## src/rtl/antialias_scheduler.sv

```systemverilog
// rtl/antialias_scheduler.sv - counter-generated antialias read schedule with latency-matched tag pipeline
// Walks 288 (x,y) butterfly pairs per granule and carries their tags alongside buffer read data.
module antialias_scheduler #(
  parameter int RD_LAT = 2,
  parameter int N_SB   = 32
) (
  input  logic            clk,
  input  logic            rst,
  input  logic            start,
  input  logic [1:0]      window_switching_flag_in,
  input  logic [1:0][1:0] block_type_in,
  input  logic [1:0]      mixed_block_flag_in,
  output logic [9:0]      rd_addr_x,
  output logic [9:0]      rd_addr_y,
  output logic            rd_en,
  output logic [2:0]      c_idx_out,
  output logic [1:0]      alias_en_out,
  output logic [9:0]      is_pos_out_x,
  output logic [9:0]      is_pos_out_y,
  output logic            out_v,
  input  logic            out_rdy,
  output logic            busy,
  output logic            done
);

  localparam logic [4:0] S_LAST = 5'(N_SB - 1);
  localparam logic [9:0] TAIL_Y = 10'(18 * N_SB - 8);

  typedef enum logic [1:0] {IDLE, RUN, DRAIN} state_t;

  typedef struct packed {
    logic       last;
    logic [1:0] alias_en;
    logic [2:0] c_idx;
    logic [9:0] x;
    logic [9:0] y;
  } tag_t;

  state_t            state_q, state_d;
  logic [4:0]        s_q, s_d;
  logic [3:0]        k_q, k_d;
  logic [1:0]        wsf_q, wsf_d;
  logic [1:0][1:0]   bt_q, bt_d;
  logic [1:0]        mbf_q, mbf_d;
  tag_t              pipe_q [RD_LAT];
  tag_t              pipe_d [RD_LAT];
  logic [RD_LAT-1:0] vld_q, vld_d;

  tag_t       iss;
  logic       iss_alias;
  logic [9:0] s18;
  logic [9:0] k10;
  logic [1:0] short_only;
  logic [1:0] mixed;
  logic       advance;

  // Pair geometry for the current (s,k) slot.
  always_comb begin
    s18        = {5'd0, s_q} * 10'd18;
    k10        = {6'd0, k_q};
    iss        = '0;
    iss_alias  = 1'b0;
    short_only = '0;
    mixed      = '0;
    if (k_q == 4'd8) begin
      iss.x = s18 + 10'd8;
      iss.y = s18 + 10'd9;
    end else if (s_q == S_LAST) begin
      iss.x = k10;
      iss.y = TAIL_Y + k10;
    end else begin
      iss.x     = s18 + 10'd17 - k10;
      iss.y     = s18 + 10'd18 + k10;
      iss.c_idx = k_q[2:0];
      iss_alias = 1'b1;
    end
    for (int c = 0; c < 2; c++) begin
      short_only[c]   = wsf_q[c] && (bt_q[c] == 2'd2) && !mbf_q[c];
      mixed[c]        = wsf_q[c] && (bt_q[c] == 2'd2) && mbf_q[c];
      iss.alias_en[c] = iss_alias && !short_only[c] && (!mixed[c] || (s_q == 5'd0));
    end
    iss.last = (s_q == S_LAST) && (k_q == 4'd8);
  end

  assign out_v        = vld_q[RD_LAT-1];
  assign c_idx_out    = pipe_q[RD_LAT-1].c_idx;
  assign alias_en_out = pipe_q[RD_LAT-1].alias_en;
  assign is_pos_out_x = pipe_q[RD_LAT-1].x;
  assign is_pos_out_y = pipe_q[RD_LAT-1].y;
  assign advance      = !out_v || out_rdy;
  assign rd_en        = advance && (state_q != IDLE);
  assign busy         = (state_q != IDLE);
  assign done         = out_v && out_rdy && pipe_q[RD_LAT-1].last;
  assign rd_addr_x    = (state_q == RUN) ? iss.x : 10'd0;
  assign rd_addr_y    = (state_q == RUN) ? iss.y : 10'd0;

  always_comb begin
    state_d = state_q;
    s_d     = s_q;
    k_d     = k_q;
    wsf_d   = wsf_q;
    bt_d    = bt_q;
    mbf_d   = mbf_q;
    case (state_q)
      IDLE: begin
        if (start) begin
          state_d = RUN;
          s_d     = 5'd0;
          k_d     = 4'd0;
          wsf_d   = window_switching_flag_in;
          bt_d    = block_type_in;
          mbf_d   = mixed_block_flag_in;
        end
      end
      RUN: begin
        if (rd_en) begin
          if (iss.last) state_d = DRAIN;
          if (k_q == 4'd8) begin
            k_d = 4'd0;
            s_d = s_q + 5'd1;
          end else begin
            k_d = k_q + 4'd1;
          end
        end
      end
      DRAIN: begin
        if (done) state_d = IDLE;
      end
      default: state_d = IDLE;
    endcase
  end

  // Tags shift only with the buffer's regce so they stay aligned with read data.
  always_comb begin
    vld_d = vld_q;
    for (int i = 0; i < RD_LAT; i++) pipe_d[i] = pipe_q[i];
    if (rd_en) begin
      vld_d[0]  = (state_q == RUN);
      pipe_d[0] = (state_q == RUN) ? iss : '0;
      for (int i = 1; i < RD_LAT; i++) begin
        vld_d[i]  = vld_q[i-1];
        pipe_d[i] = pipe_q[i-1];
      end
    end
  end

  always_ff @(posedge clk or negedge rst) begin
    if (!rst) begin
      state_q <= IDLE;
      s_q     <= '0;
      k_q     <= '0;
      wsf_q   <= '0;
      bt_q    <= '0;
      mbf_q   <= '0;
      vld_q   <= '0;
      for (int i = 0; i < RD_LAT; i++) pipe_q[i] <= '0;
    end else begin
      state_q <= state_d;
      s_q     <= s_d;
      k_q     <= k_d;
      wsf_q   <= wsf_d;
      bt_q    <= bt_d;
      mbf_q   <= mbf_d;
      vld_q   <= vld_d;
      for (int i = 0; i < RD_LAT; i++) pipe_q[i] <= pipe_d[i];
    end
  end

endmodule

```

## config.mk

```make
export PLATFORM = sky130hd
export DESIGN_NAME = antialias_scheduler
export DESIGN_NICKNAME = d
export VERILOG_FILES = /design/src/rtl/antialias_scheduler.sv
export SDC_FILE = /design/constraint.sdc
export NUM_CORES = 1
export LEC_CHECK = 0
export ABC_AREA = 1
export CAP_MARGIN = 20
export CORE_MARGIN = 2
export CORE_UTILIZATION = 50
export CTS_BUF_LIST = sky130_fd_sc_hd__clkbuf_16
export CTS_CLUSTER_SIZE = 30
export DETAILED_ROUTE_END_ITERATION = 8
export GPL_TIMING_DRIVEN = 0
export PLACE_DENSITY = 0.81
export SLEW_MARGIN = 5
export SYNTH_ARGS = -nofsm -noshare
export SYNTH_HDL_FRONTEND = slang
export SYNTH_SLANG_ARGS = --single-unit
```

## constraint.sdc

```tcl
create_clock -name clk -period 3.8 [get_ports clk]
set_clock_uncertainty 0.1 [all_clocks]
set_input_delay 0.76 -clock clk [delete_from_list [all_inputs] [get_ports clk]]
set_output_delay 0.76 -clock clk [all_outputs]
set_load 0.02 [all_outputs]
```

==> results.ini <==
[synth]
yosys-top-cells-area=dfrtp_1 (43%), nand2_1 (14%), ha_1 (8.2%)
yosys.area.top_type=dfrtp_1
syn_area_um2=4300
synth_top_area_share_pct=42.5
synth_cell_types=33
synth_nets=592
yosys_register_bits=73
syn_avg_cell_area_um2=7.82
yosys_warnings=0
synth_ff_type=dfrtp_1
async_flop_share_pct=100
synth-edff-count=0
ys_seq_area_share_pct=42.5
syn-instance-count=549

[clocking]
cts_inserted_buffers=9
cts_tree=built
clock_latency_ns=0.33
cts_hold_buf=0
h-tree-depth=3
cts_buffer_depth=2
clk_pin_slew_worst_paths_ns=0.06
cts-root-buf=clkbuf_16
cts.sinks=73

[layout]
fin_util_pct=68.0
areaGrowthSynthToFinish_pct=30.8
diodes=0
drive_above_1_share_pct=19.9
layout_common_cells=nand2_1 (154), dfrtp_1 (69), inv_1 (65), o21ai_1 (45), buf_4 (45)
fin_nets=680
final_common_cell=nand2_1
nFillCells=695

[timing]
hold_viol=0
setup_slack_ns=-0.119
worst_slew_pin_slew_ns=0.610
final.min_clock_period_ns=3.92
setup_tns_ns=-0.132
grt_setup_unrepaired=yes
relSlewSlack_pct=59.3
max_freq_mhz=255
final_max_slew_viol_count=0
finalCritPeriodShare_pct=103
setup_viol=2

[placement]
pre_cts_slack_ns=-0.788
place.gp.congestion=0.941
io_buffers=60
hpwlAfterDp_um=8420

[die]
fp-row-count=33
die_h_um=96.7
start_util_pct=52.0
die_area_um2=9350
die_w_um=96.7
coreArea_um2=8260
io_pins=61

[critical_path]
cp-end-kind=primary output
cp_max_fo=5
required_ns=2.94
cp-start-kind=flop
r2r-start=s_q[1]
cp-startpoint=s_q[1]
crit_arrival_ns=3.06
path_class=flop to primary output

[routing]
vias=3974
drt_iter0_markers=320
drt_first_pass_iters=7
drtAntennaViolNets=0
wl_per_cell_um=15.7
vias_per_cell=5.32
wl_um=11700
drc=0

[worst_hold_path]
hold_class=primary input to asynchronous set/reset pin

[global_routing]
grt-ovfl-total=0
grt_max_degree=46
grt_antenna_before_repair=0
grt_pass1_wl_um=19000
grt_use_total_pct=25.2
grt_pass1_vias=3839

[outcome]
violations=negative setup slack
outcome=finished, violations left

[job]
maxCapViolCount=0

[final timing paths]
kind                                   endpoint  slack [ns]  cells past startpoint
min in group clk                is_pos_out_y[1]        0.37                      2
worst min-delay path                     k_q[1]        0.26                      1
worst min register to register  is_pos_out_y[1]        0.37                      2
max in group asynchronous            pipe_q[37]        2.78                      2
worst max register to register       pipe_q[44]        0.91                     18
worst max-delay path               rd_addr_x[8]       -0.12                     16
[per-stage QoR]
stage,hold WS [ns],instance area (um^2),cells
global placement,0.355,5030,714
CTS,0.272,5470,738
floorplan,0.343,4300,549
detailed placement,0.360,5040,715
global route,0.285,5620,747
finish,0.259,5620,747
[worst max-delay path: stages (launching register included)]
cell      delay (ns)
dfrtp_2         0.43
ha_4            0.28
ha_4            0.14
inv_2           0.04
fa_2            0.58
clkinv_4        0.09
ha_4            0.25
inv_2           0.06
nor2_2          0.03
nand2_1         0.08
nand2_2         0.08
nor2_4          0.13
inv_1           0.06
nand2_1         0.07
nand3_2         0.09
a21oi_2         0.18
buf_6           0.14
[synthesized netlist by cell type (2+ instances only)]
cell,n
o21ai_1,44
nand2_1,156
fa_1,3
a21oi_1,18
o22ai_1,5
buf_2,3
dfrtp_1,73
nor2_8,2
inv_1,68
nor2_1,16
clkbuf_1,8
nand3_1,35
ha_1,28
o21ai_0,19
inv_2,11
buf_4,25
buf_1,4
nand4_1,6
nor3_1,8
nand2_2,4
[sequential cells by signal (all words and copies together) (netlist names)]
register and count:
pipe_q 27, is_pos_out_x 10, is_pos_out_y 10, s_q 5, bt_q 4, k_q 4
c_idx_out 3, alias_en_out 2, mbf_q 2, state_q 2, vld_q 2, wsf_q 2
[logic make-up after synthesis]
family / share of synthesized area, %
xor gates and xnor gates: 0.408
adders and majority gates: 9.55
and+or+nand+nor: 23.5
AOI/OAI and AO/OA: 11.3
buffers and inverters: 12.7
DFF: 42.5
[per-layer routing]
layer | up-vias | GRT usage (%) | wire length, um
met5 | - | 0 | 0
met4 | 0 | 7.80 | 238
met3 | 25 | 4.48 | 715
met2 | 151 | 41.7 | 5780
met1 | 1888 | 33.8 | 4990
li1 | 1910 | - | -
[what timing repair did]
item                                    CTS  global route
cloned                                    0             0
pin swaps                                 5            16
setup buffers                             7             9
endpoints found under the setup margin   17            15
gates resized for setup                  59            36
[final cells by class]
cell class	instances	area (um^2)	share of cell area [%]
Inverter	79	304	5.41
Buffer	40	253	4.50
Multi-Input combinational cell	357	2080	37.0
Tap cell	105	131	2.34
Clock inverter	7	86.3	1.54
Clock buffer	9	225	4.01
Sequential cell	73	1830	32.6
Timing Repair Buffer	77	709	12.6
Power is not shown: default switching activity piles up to over one toggle a cycle in this logic, so the estimate is an artifact.
